## src/rtl/dvp_frame_gen.sv

```systemverilog
// dvp_frame_gen: camera-side DVP source producing OV2640-style Y8 frame timing and test patterns
module dvp_frame_gen #(
  parameter int H_ACT    = 640,
  parameter int H_BLANK  = 144,
  parameter int VS_LINES = 3,
  parameter int V_BP     = 17,
  parameter int V_ACT    = 480,
  parameter int V_FP     = 10,
  parameter bit VS_POL   = 1'b0
) (
  input  logic       PIXCLK,
  input  logic       irst_n,
  input  logic       en,
  input  logic [1:0] pat_sel,
  output logic       VSYNC,
  output logic       HREF,
  output logic [9:0] PIXDATA,
  output logic       frame_done,
  output logic [7:0] frame_cnt
);
  localparam int L = H_ACT + H_BLANK;
  localparam int V_MAX1 = VS_LINES > V_BP ? VS_LINES : V_BP;
  localparam int V_MAX2 = V_ACT > V_FP ? V_ACT : V_FP;
  localparam int V_MAX = V_MAX1 > V_MAX2 ? V_MAX1 : V_MAX2;
  localparam int HW = $clog2(L);
  localparam int VW = $clog2(V_MAX + 1);
  typedef enum logic [2:0] {S_IDLE, S_VSYNC, S_VBP, S_ACT, S_VFP} state_t;
  state_t state_q, state_d;
  logic [HW-1:0] hcnt_q, hcnt_d;
  logic [VW-1:0] vcnt_q, vcnt_d, vlast;
  logic [1:0] pat_q, pat_d;
  logic [7:0] flat_q, flat_d, frame_cnt_q, frame_cnt_d, x8, y8, y_val;
  logic vsync_q, vsync_d, href_q, href_d, done_q, done_d, line_end;
  logic [9:0] pix_q, pix_d;
  // Timing FSM: steps one line at a time; pattern and flat value are frozen at each frame start
  always_comb begin
    state_d = state_q;
    vcnt_d = vcnt_q;
    pat_d = pat_q;
    flat_d = flat_q;
    line_end = hcnt_q == HW'(L - 1);
    vlast = state_q == S_VSYNC ? VW'(VS_LINES - 1) : state_q == S_VBP ? VW'(V_BP - 1) :
            state_q == S_ACT ? VW'(V_ACT - 1) : VW'(V_FP - 1);
    hcnt_d = (state_q == S_IDLE || line_end) ? '0 : hcnt_q + HW'(1);
    if (state_q == S_IDLE) begin
      if (en) begin
        state_d = S_VSYNC;
        pat_d = pat_sel;
        flat_d = frame_cnt_q;
      end
    end else if (line_end) begin
      vcnt_d = vcnt_q == vlast ? '0 : vcnt_q + VW'(1);
      if (vcnt_q == vlast) begin
        case (state_q)
          S_VSYNC: state_d = S_VBP;
          S_VBP:   state_d = S_ACT;
          S_ACT:   state_d = S_VFP;
          default: begin
            state_d = en ? S_VSYNC : S_IDLE;
            pat_d = en ? pat_sel : pat_q;
            flat_d = frame_cnt_q;
          end
        endcase
      end
    end
  end
  // Outputs are derived from the next timing state so the registered pins line up with it
  always_comb begin
    x8 = 8'(hcnt_d);
    y8 = 8'(vcnt_d);
    y_val = pat_d == 2'd0 ? x8 : pat_d == 2'd1 ? y8 : pat_d == 2'd2 ? {8{x8[3] ^ y8[3]}} : flat_q;
    y_val = pat_d == 2'd3 ? flat_d : y_val;
    vsync_d = state_d == S_VSYNC ? VS_POL : ~VS_POL;
    href_d = state_d == S_ACT && hcnt_d < HW'(H_ACT);
    pix_d = href_d ? {y_val, 2'b00} : '0;
    done_d = state_d == S_VFP && hcnt_d == HW'(L - 1) && vcnt_d == VW'(V_FP - 1);
    frame_cnt_d = frame_cnt_q + {7'd0, done_d};
  end
  // State and output registers; reset aborts any frame in progress
  always_ff @(posedge PIXCLK or negedge irst_n) begin
    if (!irst_n) begin
      state_q <= S_IDLE;
      hcnt_q <= '0;
      vcnt_q <= '0;
      pat_q <= '0;
      flat_q <= '0;
      frame_cnt_q <= '0;
      vsync_q <= ~VS_POL;
      href_q <= 1'b0;
      pix_q <= '0;
      done_q <= 1'b0;
    end else begin
      state_q <= state_d;
      hcnt_q <= hcnt_d;
      vcnt_q <= vcnt_d;
      pat_q <= pat_d;
      flat_q <= flat_d;
      frame_cnt_q <= frame_cnt_d;
      vsync_q <= vsync_d;
      href_q <= href_d;
      pix_q <= pix_d;
      done_q <= done_d;
    end
  end
  assign VSYNC = vsync_q;
  assign HREF = href_q;
  assign PIXDATA = pix_q;
  assign frame_done = done_q;
  assign frame_cnt = frame_cnt_q;
endmodule

```

## config.mk

```make
export PLATFORM = sky130hd
export DESIGN_NAME = dvp_frame_gen
export DESIGN_NICKNAME = d
export VERILOG_FILES = /design/src/rtl/dvp_frame_gen.sv
export SDC_FILE = /design/constraint.sdc
export NUM_CORES = 1
export LEC_CHECK = 0
export CAP_MARGIN = 5
export CORE_MARGIN = 2
export CORE_UTILIZATION = 57
export CTS_CLUSTER_SIZE = 30
export DETAILED_ROUTE_END_ITERATION = 10
export GPL_TIMING_DRIVEN = 0
export PLACE_DENSITY_LB_ADDON = 0.15
export SLEW_MARGIN = 20
export SYNTH_ARGS = -nofsm -noshare
export SYNTH_HDL_FRONTEND = slang
export SYNTH_SLANG_ARGS = --single-unit
```

## constraint.sdc

```tcl
create_clock -name PIXCLK -period 5.35 [get_ports PIXCLK]
set_input_delay 1.605 -clock PIXCLK [delete_from_list [all_inputs] [get_ports PIXCLK]]
set_output_delay 1.605 -clock PIXCLK [all_outputs]
set_load 0.1 [all_outputs]
```

==> results of run 1 <==
power by group:
| group | internal (mW) | switching (mW) | leakage [nW] |
|---|---|---|---|
| sequential | 0.385 | 0 | 0.689 |
| combinational | 0.00533 | 0.0158 | 0.658 |
| clock | 0.106 | 0.127 | 0.0484 |
worst max-delay path: stages, from the launching register on:
cell and delay (ns):
dfrtp_1 0.36, buf_2 0.16, or4_4 0.52, or4_1 0.47, clkbuf_1 0.18, or3_1 0.38, xor2_1 0.15, a21oi_1 0.10
or4b_1 0.54, nor4b_2 0.36, ha_1 0.27, ha_1 0.21, nand3_1 0.14, nor2_1 0.15, xor2_1 0.15
registers in the layout, indices dropped and copies added (netlist names):
register	cells
hcnt_q	10
vcnt_q	9
PIXDATA	8
flat_q	8
frame_cnt	8
state_q	3
pat_q	2
HREF	1
VSYNC	1
frame_done	1
through the flow:
step           cell area, um2  std cells  worst slack, ns  power (mW)  hold slack [ns]
5_1_grt                  3280        374            0.871       0.664            0.519
4_1_cts                  3270        374             1.15       0.646            0.504
6_report                 3280        374             1.14       0.640            0.502
3_5_place_dp             3180        366             1.19       0.414            0.489
3_3_place_gp             3160        365             1.22       0.413            0.490
2_1_floorplan            2850        275             1.50       0.401            0.472
layout make-up:
class | instances | area, um2
fill | 350 | 1480
buffer | 14 | 97.6
multi-input combinational | 201 | 1440
timing repair buffer | 24 | 245
clock inverter | 1 | 8.76
tap | 67 | 83.8
sequential | 51 | 1280
inverter | 9 | 33.8
clock buffer | 7 | 86.3
Yosys cell counts, drive strengths merged, types with 3 or more instances:
cell | instances | area, um2
a21oi | 8 | 40.0
and2 | 4 | 25.0
buf | 10 | 82.6
clkbuf | 4 | 15.0
dfrtp | 50 | 1250
ha | 4 | 50.1
inv | 9 | 33.8
mux2 | 10 | 116
mux2i | 5 | 57.6
nand2 | 21 | 81.3
nand3 | 9 | 45.0
nor2 | 26 | 97.6
nor2b | 6 | 37.5
nor3 | 17 | 120
o21ai | 6 | 30.0
o221ai | 3 | 26.3
o22ai | 8 | 50.1
o31ai | 6 | 72.6
or3 | 3 | 18.8
or4 | 4 | 33.8
xnor2 | 14 | 123
xor2 | 8 | 70.1
cells in the final DEF, fill, tap and decap left out, types with 3 or more instances in the layout:
master / instances
nor3_2: 7
o21ai_0: 6
nor3_1: 10
o31ai_1: 3
and2_1: 4
o22ai_1: 8
dfrtp_1: 50
clkbuf_1: 5
nand2_1: 20
nand3_1: 9
buf_6: 4
buf_2: 4
xnor2_1: 14
ha_1: 4
inv_1: 9
nor2b_1: 6
a21oi_1: 8
mux2_2: 9
nor2_1: 26
o221ai_1: 3
xor2_1: 8
clkdlybuf4s50_1: 22
or3_1: 3
or4_1: 3
buf_4: 3
mux2i_1: 3
clkbuf_8: 6
worst paths after layout:
check | from | end | cells after the start
max in group asynchronous | irst_n | vcnt_q[3] | 2
worst min register to register | frame_cnt[7] | frame_cnt[7] | 1
min in group asynchronous | irst_n | state_q[1] | 1
worst max-delay path | hcnt_q[6] | frame_cnt[6] | 14
worst min-delay path | frame_cnt[7] | frame_cnt[7] | 1
worst max register to register | hcnt_q[6] | frame_cnt[6] | 14
cell families (layout without fill, tap and decap cells):
kind of cell	Yosys count	in the layout
AOI/OAI and AO/OA	49	49
xor gates and xnor gates	22	22
adders and majority gates	5	5
buffers and inverters	23	55
DFF	51	51
muxes	15	15
other	1	2
and+or+nand+nor	108	108
per-layer routing:
metal | GRT usage | up-vias | share of wire
met5 | 0 | - | 0
met4 | 0.0655 | 0 | 0.011
met3 | 0.0361 | 5 | 0.040
met2 | 0.396 | 48 | 0.49
met1 | 0.346 | 1043 | 0.46
li1 | - | 1049 | -
==> results.md, run 1 <==
- Post-synth EDFFs: 0
- Synth async-reset ratio: 1.00
- Setup TNS: 0 ns
- Worst Max-Slew Pin Slew: 0.980 ns
- Post-synthesis adder-cell area fraction: 0.0211
- Number of global-route vias before repair: 2088
- Total Routing Usage GR: 0.244
- Post-CTS setup buffer count: 0
- R2r setup slk: 1.14 ns
- # DRC: 0
- Yosys reg bits: 51
- Worst skew pair latency: 0.31 ns
- Mapped Area: 0.00284 mm2
- First-pass GRT wire length: 10100 um
- Minimum clock period: 4.21 ns
- CTS root buffer: clkbuf_8
- DIE AREA: 0.00557 mm2
- DR WL/cell: 16.0 um
- Via count: 2145
- Synth warnings: 0
- Crit Path Class: register to register
- Post-synth cell types: 62
- Port bufs: 23
- Status: finished clean
- Top FF cell, synth: dfrtp_1
- Hpwl dp: 4450 um
- Critical path data arrival time: 4.44 ns
- Starting density of the core: 0.598
- Area Overhead vs Synth: 15.2%
- XOR/XNOR Fraction of Synth Area: 0.0678
- Syn avg cell area: 10.4 um2
- Slew HR: 0.345
- Mux contribution to synthesized area: 0.0612
- Max IR drop VDD: 0.167 mV
- Setup-violating endpoint count in the final report: 0
- PD cells: 195 mW/mm2
- Total clock sinks: 51
- RSZ-0062 raised after global routing: false
- Via/cell ratio: 5.74
- Row count: 25
- Main combinational cell family by area after synthesis: simple AND/OR/NAND/NOR gates
- Ant. Diodes: 0
- Nets@finish: 315
- Hold WC Path Type: register to register
- Drt first pass iters: 4
- Share of cells above drive strength 1: 0.160
- Global route total overflow: 0
- Simple-gate area share of the yosys netlist: 0.215
- Clk_skew: 0.0150 ns
- Setup crit start kind: register
- Clock-pin slew on the worst setup and hold paths: 0.10 ns
- DIE WIDTH: 74.6 um
- Die Y: 74.6 um
- Hold-fix buffer count after cts: 0
- Largest net degree at the start of global routing: 27
- Final Hold Fails: 0
- Critical Path RT: 5.58 ns
- Post-Route WL: 6000 um
- Crit end category: register
- Final Wtd Congestion: 0.889
- Post-synthesis compound-gate area fraction: 0.138
- CORE AREA: 0.00475 mm2
- CP max FO: 8
- Leak Pwr: 1.40 nW
- Max Clock Freq: 238 MHz
- Period utilisation layout: 0.786
- Post_cts resized: 0
- Synth Instances: 274
- Initial antenna violation count: 0
- Fin. max-slew vios: 0
- Initial DRC count: 182
- Final core utilization: 0.689
- CTS Buf Count: 5
- Post-DRT Antenna Nets: 0
- IO Pins: 26
- H-tree depth: 2
- Maxcap violations: 0
- Largest buffer count on any clock path: 2
- CTS tree: built
- Seq/Total Area, Yosys: 0.449
(Power assumes the default switching activity.)
==> run 2, diff against run 1 <==
==> constraint.sdc (replaced) <==
create_clock -name PIXCLK -period 4.08 [get_ports PIXCLK]
set_input_delay 1.224 -clock PIXCLK [delete_from_list [all_inputs] [get_ports PIXCLK]]
set_output_delay 1.224 -clock PIXCLK [all_outputs]
set_load 0.1 [all_outputs]
==> run 2 against run 1 <==
Net effect: clock power grew 29%; global-route usage grew 0.30 points; worst setup slack lost 1.1 ns; sequential share of layout area shrank 1.3 points; first-iteration DRC count grew 1.6%; power grew 31%; largest power group unchanged; sequential cell count is the same; count of clock-buffer cells in the layout is the same; maximum frequency grew 5.3%; via count grew 3.2%.
==> results.md, run 2 (synthesis gave the netlist of run 1 again) <==
- Commonest non-fill, non-tap cells in the layout: 50 x dfrtp_1, 24 x nor2_1, 22 x clkdlybuf4s50_1, 20 x nand2_1, 14 x xnor2_1 (was 50 x dfrtp_1, 26 x nor2_1, 22 x clkdlybuf4s50_1, 20 x nand2_1, 14 x xnor2_1)
- Top Registers: hcnt_q: 10 flops, vcnt_q: 9 flops (unchanged)
- Total Routing Usage GR: 0.247 (was 0.244)
- Drt first pass iters: 4 (unchanged)
- Post-DRT Antenna Nets: 0 (unchanged)
- Maxcap violations: 0 (unchanged)
- Nets@finish: 318 (was 315)
- Switching Power: 0.185 mW (was 0.143 mW)
- Slew HR: 0.345 (about the same)
- Clock Power Share: 0.363 (was 0.365)
- Hold-fix buffer count after cts: 0 (unchanged)
- Die Y: 74.6 um (unchanged)
- DR WL/cell: 16.7 um (was 16.0 um)
- Initial DRC count: 185 (was 182)
- Total clock sinks: 51 (unchanged)
- DIE AREA: 0.00557 mm2 (unchanged)
- Port bufs: 23 (unchanged)
- Largest buffer count on any clock path: 2 (unchanged)
- Max FFs per register: 10 (unchanged)
- Setup crit start kind: register (unchanged)
- Setup-violating endpoint count in the final report: 0 (unchanged)
- Minimum clock period: 4.00 ns (was 4.21 ns)
- IO Pins: 26 (unchanged)
- Critical Path RT: 4.28 ns (was 5.58 ns)
- Comb pwr share: 0.033 (about the same)
- HP Start: frame_cnt[7] (unchanged)
- Commonest non-fill, non-tap cell in the layout: dfrtp_1 (unchanged)
- Min-Delay Path Depth: 1 (unchanged)
- First-pass GRT wire length: 10300 um (was 10100 um)
- Worst Max-Slew Pin Slew: 0.980 ns (about the same)
- CORE AREA: 0.00475 mm2 (unchanged)
- Critical path data arrival time: 4.20 ns (was 4.44 ns)
- Max IR drop VDD: 0.216 mV (was 0.167 mV)
- Ant. Diodes: 0 (unchanged)
- Internal power: 0.651 mW (was 0.497 mW)
- Crit Path Class: register to register (unchanged)
- Starting density of the core: 0.598 (unchanged)
- CTS tree: built (unchanged)
- CTS root buffer: clkbuf_8 (unchanged)
- Number of global-route vias before repair: 2095 (was 2088)
- Area Overhead vs Synth: 19.1% (was 15.2%)
- Final Total Pwr: 0.836 mW (was 0.640 mW)
- Reg power frac: 0.604 (was 0.602)
- Fin. max-slew vios: 0 (unchanged)
- # DRC: 0 (unchanged)
- Via/cell ratio: 5.87 (was 5.74)
- CTS Buf Count: 5 (unchanged)
- Reg-to-reg endpoint: frame_cnt[7] (was frame_cnt[6])
- H-tree depth: 2 (unchanged)
- Largest net degree at the start of global routing: 27 (unchanged)
- R2r setup slk: 0.08 ns (was 1.14 ns)
- Period utilisation layout: 0.980 (was 0.786)
- Clock-pin slew on the worst setup and hold paths: 0.09 ns (was 0.10 ns)
- Row count: 25 (unchanged)
- Final Wtd Congestion: 0.889 (unchanged)
- Setup TNS: 0 ns (unchanged)
- Hold WC Path Type: register to register (unchanged)
- Final Hold Fails: 0 (unchanged)
- Leak Pwr: 1.46 nW (was 1.40 nW)
- CP max FO: 8 (unchanged)
- Share of cells above drive strength 1: 0.213 (was 0.160)
- Initial antenna violation count: 0 (unchanged)
- Hold Slack: 0.500 ns (was 0.502 ns)
- Crit end category: register (unchanged)
- Post-Route WL: 6290 um (was 6000 um)
- Hpwl dp: 4450 um (unchanged)
- Biggest register: hcnt_q (unchanged)
- Global route total overflow: 0 (unchanged)
- PD cells: 247 mW/mm2 (was 195 mW/mm2)
- FILL cells: 342 (was 350)
- Clk_skew: 0.0104 ns (was 0.0150 ns)
- Via count: 2214 (was 2145)
- Max Clock Freq: 250 MHz (was 238 MHz)
- Worst skew pair latency: 0.30 ns (was 0.31 ns)
- Net Sw Frac: 0.221 (was 0.224)
- R2r worst-path depth: 11 (was 14)
- Hold path endpoint: frame_cnt[7] (unchanged)
- Status: finished clean (unchanged)
- FF-to-FF Start: hcnt_q[6] (unchanged)
- DIE WIDTH: 74.6 um (unchanged)
## run 2: how the worst max path moves through the flow
stage,end,from
global placement,frame_cnt[6],hcnt_q[6]
finish,frame_cnt[7],hcnt_q[6]
detailed placement,frame_cnt[6],hcnt_q[6]
global route,frame_cnt[7],hcnt_q[6]
floorplan,frame_cnt[6],hcnt_q[6]
CTS,frame_cnt[6],hcnt_q[6]
## run 2: area by class of cell
type | count | area (um2) | area share
inverter | 9 | 33.8 | 0.00997
sequential | 51 | 1280 | 0.377
buffer | 11 | 85.1 | 0.0251
multi-input combinational | 201 | 1520 | 0.449
clock buffer | 7 | 86.3 | 0.0255
timing repair buffer | 30 | 290 | 0.0857
tap | 67 | 83.8 | 0.0247
clock inverter | 1 | 8.76 | 0.00258
## run 2: timing repair
action | CTS | global route
buffers inserted | 0 | 6
pin swaps | 3 | 5
hold endpoints to repair | 0 | 0
resized for setup | 5 | 11
endpoints found under the setup margin | 3 | 4
## run 2: worst max-delay path: stages, from the launching register on
cell and delay, ns:
dfrtp_1 0.47, or4_4 0.59, or4_4 0.57, or3_4 0.40, xor2_2 0.16, a21oi_2 0.07
or4b_4 0.54, nor4b_4 0.31, ha_2 0.29, and4_4 0.24, nand4_1 0.12, xnor2_1 0.14
## run 2: power groups by stage
stage / Combinational [mW] / Sequential [mW] / Clock (mW)
floorplan: 0.0110 / 0.515 / 0
global placement: 0.0260 / 0.515 / 0
detailed placement: 0.0281 / 0.515 / 0
CTS: 0.0281 / 0.505 / 0.314
global route: 0.0309 / 0.505 / 0.335
finish: 0.0278 / 0.505 / 0.303
## run 2: routing by layer
metal  share of wire  track usage
met5               0            0
met4           0.013       0.0655
met3           0.041       0.0361
met2            0.50        0.401
met1            0.45        0.351
## run 2: stage by stage
stage                     worst slack, ns  utilization  instance area, um2  cells
after floorplan                     0.228            -                2850    275
final                              0.0835        0.713                3390    377
after global placement            -0.0521        0.665                3160    365
after global routing              -0.0198        0.713                3390    377
after detailed placement          -0.0825        0.668                3180    366
after CTS                          0.0152        0.693                3290    373
